File: src/rtl/rt_ctrl_pkg.sv
// Shared types and geometry helpers for the racetrack line sequencer.
// Enumerations encode the host command set, the track selector and the sequencer states.
package rt_ctrl_pkg;

  typedef enum logic [1:0] {
    OP_READ  = 2'd0,
    OP_WRITE = 2'd1,
    OP_LIM   = 2'd2,
    OP_HOME  = 2'd3
  } op_e;

  typedef enum logic [1:0] {
    TRK_DATA = 2'd0,
    TRK_MASK = 2'd1,
    TRK_PROG = 2'd2,
    TRK_ILL  = 2'd3
  } trk_e;

  typedef enum logic [2:0] {
    S_IDLE,
    S_SHIFT_ON,
    S_SHIFT_GAP,
    S_READ,
    S_WR_ONE,
    S_WR_ZERO,
    S_BZ,
    S_RESP
  } state_e;

  // Pulse timer width: every pulse width parameter must fit in TMR_W bits.
  localparam int TMR_W = 4;

  function automatic int nsp(input int nb, input int np);
    return nb / np;
  endfunction

  function automatic int pos_w(input int nb, input int np);
    return (nb / np > 1) ? $clog2(nb / np) : 1;
  endfunction

endpackage

File: src/rtl/rt_pulse_timer.sv
// Loadable down-counter shared by every pulse phase; done_o flags the last cycle of a phase.
module rt_pulse_timer #(
  parameter int W = 4
) (
  input  logic         clk_i,
  input  logic         rst_i,
  input  logic         load_i,
  input  logic [W-1:0] load_val_i,
  output logic         done_o
);

  logic [W-1:0] cnt_q;

  // NOTE: sequential state uses non-blocking assignments so every flop samples pre-edge values.
  always_ff @(posedge clk_i) begin
    if (rst_i) begin
      cnt_q <= '0;
    end else if (load_i) begin
      cnt_q <= load_val_i;
    end else if (cnt_q != '0) begin
      cnt_q <= cnt_q - W'(1);
    end
  end

  assign done_o = (cnt_q == '0);

endmodule

File: src/rtl/rt_line_ctrl.sv
// Sequencer for one racetrack line: positions it with shift pulses, then drives the
// read / write / Bz field phases of the accepted command and returns the port result.
module rt_line_ctrl
  import rt_ctrl_pkg::*;
#(
  parameter int NB        = 32,
  parameter int NP        = 8,
  parameter int SHIFT_CYC = 2,
  parameter int READ_CYC  = 2,
  parameter int WRITE_CYC = 2,
  parameter int BZ_CYC    = 3,
  localparam int PW       = pos_w(NB, NP)
) (
  input  logic          clk_i,
  input  logic          rst_i,
  input  logic          req_valid_i,
  output logic          req_ready_o,
  input  logic [1:0]    req_op_i,
  input  logic [1:0]    req_trk_i,
  input  logic [PW-1:0] req_offs_i,
  input  logic [NP-1:0] req_wdata_i,
  input  logic          req_nor_i,
  output logic          resp_valid_o,
  output logic [NP-1:0] resp_data_o,
  output logic [PW-1:0] pos_o,
  output logic          rt_rstn_o,
  output logic          current_s_o,
  output logic          current_m_o,
  output logic          bz_s_o,
  output logic          bz_m_o,
  output logic          rd_cur_d_o,
  output logic          rd_cur_m_o,
  output logic          rd_cur_p_o,
  output logic          wr_bit_d_o,
  output logic          wr_bit_m_o,
  output logic          wr_bit_p_o,
  output logic [NP-1:0] wr_en_d_o,
  output logic [NP-1:0] wr_en_m_o,
  output logic [NP-1:0] wr_en_p_o,
  input  logic [NP-1:0] r_port_data_i,
  input  logic [NP-1:0] r_port_lim_i,
  input  logic [NP-1:0] r_port_mask_i,
  input  logic [NP-1:0] r_port_prog_i
);

  localparam int NSP = nsp(NB, NP);

  if (((NSP & (NSP - 1)) != 0) || (NSP * NP != NB)) begin : g_bad_geometry
    $error("rt_line_ctrl: NB/NP must be an exact power of two");
  end

  state_e          state_q, state_d;
  op_e             op_q, op_d;
  trk_e            trk_q, trk_d;
  logic [PW-1:0]   pos_q, pos_d, target_q, target_d;
  logic [NP-1:0]   wdata_q, wdata_d, resp_data_q, resp_data_d, rd_sample, wr_en_pat;
  logic            nor_q, nor_d, dir_q, dir_d, bz_hold_q, bz_hold_d;
  logic            tmr_load, tmr_done;
  logic [TMR_W-1:0] tmr_val;

  // First phase after positioning; a write skips the phase whose enables would all be zero.
  function automatic state_e op_entry(input op_e op, input logic [NP-1:0] wd);
    case (op)
      OP_READ:  return S_READ;
      OP_WRITE: return (|wd) ? S_WR_ONE : S_WR_ZERO;
      OP_LIM:   return S_BZ;
      default:  return S_RESP;
    endcase
  endfunction

  function automatic logic [TMR_W-1:0] cyc_for(input state_e s);
    case (s)
      S_SHIFT_ON:          return TMR_W'(SHIFT_CYC - 1);
      S_READ:              return TMR_W'(READ_CYC - 1);
      S_WR_ONE, S_WR_ZERO: return TMR_W'(WRITE_CYC - 1);
      S_BZ:                return TMR_W'(BZ_CYC - 1);
      default:             return '0;
    endcase
  endfunction

  always_comb begin
    case (op_q)
      OP_LIM:  rd_sample = r_port_lim_i;
      OP_READ: begin
        case (trk_q)
          TRK_DATA: rd_sample = r_port_data_i;
          TRK_MASK: rd_sample = r_port_mask_i;
          TRK_PROG: rd_sample = r_port_prog_i;
          default:  rd_sample = '0;
        endcase
      end
      default: rd_sample = '0;
    endcase
  end

  // NOTE: every signal written here gets a default first, so no path can infer a latch.
  always_comb begin
    state_d     = state_q;
    op_d        = op_q;
    trk_d       = trk_q;
    target_d    = target_q;
    wdata_d     = wdata_q;
    nor_d       = nor_q;
    dir_d       = dir_q;
    pos_d       = pos_q;
    resp_data_d = resp_data_q;
    case (state_q)
      S_IDLE: begin
        if (req_valid_i) begin
          op_d     = op_e'(req_op_i);
          trk_d    = trk_e'(req_trk_i);
          target_d = (op_d == OP_HOME) ? '0 : req_offs_i;
          wdata_d  = req_wdata_i;
          nor_d    = req_nor_i;
          dir_d    = (target_d > pos_q);
          if ((op_d == OP_READ || op_d == OP_WRITE) && trk_d == TRK_ILL) state_d = S_RESP;
          else if (target_d != pos_q)                                      state_d = S_SHIFT_ON;
          else                                                             state_d = op_entry(op_d, wdata_d);
        end
      end
      S_SHIFT_ON:  if (tmr_done) state_d = S_SHIFT_GAP;
      S_SHIFT_GAP: begin
        if (tmr_done) begin
          pos_d   = dir_q ? pos_q + PW'(1) : pos_q - PW'(1);
          state_d = (pos_d == target_q) ? op_entry(op_q, wdata_q) : S_SHIFT_ON;
        end
      end
      S_READ:    if (tmr_done) state_d = S_RESP;
      S_WR_ONE:  if (tmr_done) state_d = (&wdata_q) ? S_RESP : S_WR_ZERO;
      S_WR_ZERO: if (tmr_done) state_d = S_RESP;
      S_BZ:      if (tmr_done) state_d = S_READ;
      default:   state_d = S_IDLE;
    endcase
    if (state_d == S_RESP && state_q != S_RESP)
      resp_data_d = (state_q == S_READ) ? rd_sample : '0;
    tmr_load  = (state_d != state_q);
    tmr_val   = cyc_for(state_d);
    bz_hold_d = (state_q == S_BZ) && (state_d != S_BZ);
  end

  always_ff @(posedge clk_i) begin
    if (rst_i) begin
      state_q     <= S_IDLE;
      op_q        <= OP_READ;
      trk_q       <= TRK_DATA;
      target_q    <= '0;
      wdata_q     <= '0;
      nor_q       <= 1'b0;
      dir_q       <= 1'b0;
      pos_q       <= '0;
      resp_data_q <= '0;
      bz_hold_q   <= 1'b0;
    end else begin
      state_q     <= state_d;
      op_q        <= op_d;
      trk_q       <= trk_d;
      target_q    <= target_d;
      wdata_q     <= wdata_d;
      nor_q       <= nor_d;
      dir_q       <= dir_d;
      pos_q       <= pos_d;
      resp_data_q <= resp_data_d;
      bz_hold_q   <= bz_hold_d;
    end
  end

  rt_pulse_timer #(.W(TMR_W)) u_tmr (
    .clk_i      (clk_i),
    .rst_i      (rst_i),
    .load_i     (tmr_load),
    .load_val_i (tmr_val),
    .done_o     (tmr_done)
  );

  // All line stimuli decode from the current state, so phases can never overlap.
  assign req_ready_o  = (state_q == S_IDLE);
  assign resp_valid_o = (state_q == S_RESP);
  assign resp_data_o  = resp_data_q;
  assign pos_o        = pos_q;
  assign rt_rstn_o    = !rst_i;
  assign current_m_o  = (state_q == S_SHIFT_ON);
  assign current_s_o  = dir_q && (state_q == S_SHIFT_ON || state_q == S_SHIFT_GAP);
  assign bz_m_o       = (state_q == S_BZ);
  assign bz_s_o       = nor_q && (bz_m_o || bz_hold_q);
  assign rd_cur_d_o   = (state_q == S_READ) && (op_q == OP_LIM || trk_q == TRK_DATA);
  assign rd_cur_m_o   = (state_q == S_READ) && (op_q == OP_READ) && (trk_q == TRK_MASK);
  assign rd_cur_p_o   = (state_q == S_READ) && (op_q == OP_READ) && (trk_q == TRK_PROG);

  assign wr_en_pat  = (state_q == S_WR_ONE)  ? wdata_q :
                      (state_q == S_WR_ZERO) ? ~wdata_q : '0;
  assign wr_bit_d_o = (state_q == S_WR_ONE) && (trk_q == TRK_DATA);
  assign wr_bit_m_o = (state_q == S_WR_ONE) && (trk_q == TRK_MASK);
  assign wr_bit_p_o = (state_q == S_WR_ONE) && (trk_q == TRK_PROG);
  assign wr_en_d_o  = (trk_q == TRK_DATA) ? wr_en_pat : '0;
  assign wr_en_m_o  = (trk_q == TRK_MASK) ? wr_en_pat : '0;
  assign wr_en_p_o  = (trk_q == TRK_PROG) ? wr_en_pat : '0;

endmodule

File: config.mk
export PLATFORM = sky130hd
export DESIGN_NAME = rt_line_ctrl
export DESIGN_NICKNAME = d
export VERILOG_FILES = /design/src/rtl/rt_ctrl_pkg.sv /design/src/rtl/rt_pulse_timer.sv /design/src/rtl/rt_line_ctrl.sv
export SDC_FILE = /design/constraint.sdc
export NUM_CORES = 1
export LEC_CHECK = 0
export CAP_MARGIN = 20
export CORE_ASPECT_RATIO = 1.2
export CORE_MARGIN = 2
export CORE_UTILIZATION = 43
export DETAILED_ROUTE_END_ITERATION = 16
export PLACE_DENSITY = 0.86
export SYNTH_ARGS = -nofsm -noshare
export SYNTH_HDL_FRONTEND = slang
export SYNTH_HIERARCHICAL = 1
export SYNTH_SLANG_ARGS = --single-unit
File: constraint.sdc
create_clock -name clk_i -period 2.9 [get_ports clk_i]
set_clock_uncertainty 0.05 [all_clocks]
set_input_delay 0.58 -clock clk_i [delete_from_list [all_inputs] [get_ports clk_i]]
set_output_delay 0.58 -clock clk_i [all_outputs]
set_load 0.02 [all_outputs]
==> flow_metrics.py <==
metrics = {
    "cells_and_area": {
        "diodes": 0,
        "drive_gt1_frac": 0.105,
        "n_fill_cell": 461,
        "seqCellArea_um2": 683,
        "final-instance-count-excl-fill": 472,
        "fin_area_um2": 3540,
        "num-nets-final": 462,
        "multi_input_area_um2": 1550,
        "syn_to_final_growth_pct": 52.2,
    },
    "logic_synthesis": {
        "yosys.area.top_type": "dfxtp_1",
        "synthFlopType": "dfxtp_1",
        "ys_seq_area_frac": 0.293,
        "synth_seq_cells": 34,
        "synthDistinctLibCells": 48,
        "yosysMostFrequentCell": "nand2_1",
        "netlist_top_cells_count": "nand2_1, nor2_1, dfxtp_1",
        "async_reset_ff_frac": 0,
        "yosys_warnings": 6,
        "syn_inst": 308,
        "syn_avg_cell_area_um2": 7.55,
        "synthTopCellsByArea": "dfxtp_1, nand2_1, mux2i_1, nor2_1, xnor2_1",
        "synth_edf_count": 0,
        "synth_area_um2": 2320,
        "synth_top_area_frac": 0.293,
    },
    "global_route": {
        "grt_use_total": 0.218,
        "grt_pass1_vias": 2384,
        "grt_pass1_wl_um": 10800,
        "antenna_found_initial": 0,
        "grt.overflow.total": 0,
        "grt_max_degree": 29,
    },
    "setup_path": {
        "critPathMaxFanout": 11,
        "crit_type": "reg -> out",
        "r2r-start": "u_tmr/cnt_q[0]",
        "end_kind": "output port",
        "reg2reg_depth": 10,
        "rrSetupSlack_ns": 0.27,
        "required_ns": 2.27,
        "worst_ep_arrival_time_ns": 2.10,
        "reg2reg_to": "u_tmr/cnt_q[3]",
        "crit_path_start_kind": "register",
    },
    "cts": {
        "clockBufferDepth": 2,
        "cts.clk_slew.worst_paths_ns": 0.07,
        "root_buffer": "clkbuf_8",
        "cts_tree": "done",
        "cts_buffers": 5,
        "clock_latency_ns": 0.29,
        "htreeDepth": 2,
        "clock-sinks": 34,
    },
    "timing": {
        "finalSetupTns_ns": 0,
        "period_needed_ns": 2.73,
        "period_share": 0.941,
        "drv_slew": 0,
        "hold_viol_final": 0,
        "rsz0062_at_grt": "no",
        "max_freq_mhz": 366,
        "worstMarginPinSlew_ns": 0.875,
        "finalSetupViolations": 0,
        "slew-limit-headroom": 0.412,
        "whs_ns": 0.417,
    },
    "floorplan": {
        "start_util": 0.442,
        "die_w_um": 71.1,
        "io_pins": 97,
        "core_area_um2": 5260,
        "die-area_um2": 6010,
        "rows": 29,
        "die_y_um": 84.5,
    },
    "power": {
        "leakage_nw": 1.29,
        "power.density_nw_per_um2": 766,
        "finalPower_mw": 2.71,
        "vdd_drop_max_v": 0.000391,
    },
    "hold_path": {
        "min-delay-start": "resp_data_o[5]",
        "min_path_type": "reg -> reg",
        "min_path_cells": 2,
        "min_to": "resp_data_o[5]",
    },
    "placement": {
        "gp_congestion": 0.937,
        "placed_area_um2": 3380,
        "dp.final_hpwl_um": 5140,
        "placed_cells": 464,
        "io_buffer_count": 96,
    },
    "drt": {
        "post-route-drc-count": 0,
        "wl_per_cell_um": 14.1,
        "final_antenna_net_count": 0,
        "routed_wl_um": 6660,
        "num_vias": 2498,
        "drt_iter0_drc": 83,
        "first_pass_iters": 4,
        "viasPerCell": 5.29,
    },
    "flow_run": {
        "cap_violations": 0,
    },
    "outcome": {
        "outcome": "finished, final reports clean",
    },
}
==> flip-flops by register name (all words and copies together), names as in the netlist <==
register     cells
u_tmr/cnt_q      4
nor_q            1
state_q          3
trk_q            2
bz_hold_q        1
dir_q            1
op_q             2
pos_o            2
resp_data_o      8
target_q         2
wdata_q          8
==> power breakdown <==
part / switching [mW] / internal [mW] / leakage [nW]
combinational: 0.758 / 0.706 / 0.943
clock: 0.180 / 0.344 / 0.0683
sequential: 0.155 / 0.566 / 0.278
total: 1.09 / 1.62 / 1.29
==> cells in the final DEF, fill, tap and decap left out, drive strengths merged, types with 2 or more instances in the layout <==
| cell type | Yosys | final |
|---|---|---|
| nand2 | 62 | 62 |
| nor2b | 8 | 8 |
| clkinv | 1 | 2 |
| mux2i | 18 | 18 |
| o211ai | 12 | 12 |
| bufinv | 0 | 2 |
| xnor2 | 14 | 14 |
| a31oi | 3 | 3 |
| o21ai | 11 | 11 |
| ha | 3 | 3 |
| nor3b | 3 | 3 |
| a21oi | 22 | 22 |
| o22ai | 4 | 4 |
| inv | 3 | 3 |
| conb | 1 | 2 |
| and2 | 3 | 3 |
| dfxtp | 34 | 34 |
| nor2 | 36 | 36 |
| clkdlybuf4s50 | 0 | 96 |
| nand2b | 5 | 5 |
| buf | 8 | 15 |
| and3 | 3 | 3 |
| clkbuf | 10 | 5 |
| nor3 | 7 | 7 |
| or2b | 11 | 11 |
| nor4 | 9 | 9 |
| nand3 | 4 | 4 |
==> repair_timing <==
| action | CTS | global route |
|---|---|---|
| endpoints found under the setup margin | 0 | 29 |
| resized for setup | 0 | 6 |
| buffers inserted | 0 | 0 |
| hold buffers | 0 | 0 |
==> area by class of cell <==
| class | instances | share of cell area |
|---|---|---|
| inverter | 4 | 0.00424 |
| multi-input combinational | 253 | 0.438 |
| tap | 62 | 0.0219 |
| timing repair buffer | 111 | 0.303 |
| sequential | 34 | 0.193 |
| clock inverter | 3 | 0.0194 |
| clock buffer | 5 | 0.0194 |
==> stage by stage <==
stage / setup slack, ns / utilization
floorplan: 0.353 / -
finish: 0.170 / 0.673
CTS: 0.0352 / 0.668
global route: 0.00456 / 0.673
detailed placement: -0.204 / 0.642
global placement: -0.105 / 0.642
==> worst max path at each step <==
stage,start,to,depth (start not counted)
floorplan,req_op_i[1],u_tmr/cnt_q[3],11
global placement,req_op_i[1],u_tmr/cnt_q[3],10
detailed placement,req_op_i[1],u_tmr/cnt_q[3],10
CTS,state_q[0],wr_en_m_o[3],4
global route,req_op_i[0],resp_data_o[6],10
finish,trk_q[0],wr_en_p_o[0],5
==> worst max-delay path: stages (launching register included) <==
cell and delay, ns:
dfxtp_1 0.33, buf_4 0.18, nand2b_1 0.19, nand2b_1 0.29, nor2_1 0.17, clkdlybuf4s50_1 0.65
==> kinds of logic after synthesis <==
logic type                 Yosys count  synth area share
and+or+nand+nor                    157             0.339
AOI/OAI and AO/OA                   57             0.154
DFF                                 34             0.293
buffers and inverters               22            0.0500
muxes                               19            0.0840
xor gates and xnor gates            15            0.0624
adders and majority gates            3            0.0161
other                                1           0.00161
==> metal layers <==
layer | vias up | GRT usage | part of all wire
met5 | - | 0 | 0
met4 | 0 | 0.0789 | 0.028
met3 | 17 | 0.0540 | 0.056
met2 | 80 | 0.399 | 0.50
met1 | 1142 | 0.241 | 0.41
li1 | 1259 | - | -
Power figures use the tool's default switching activity.
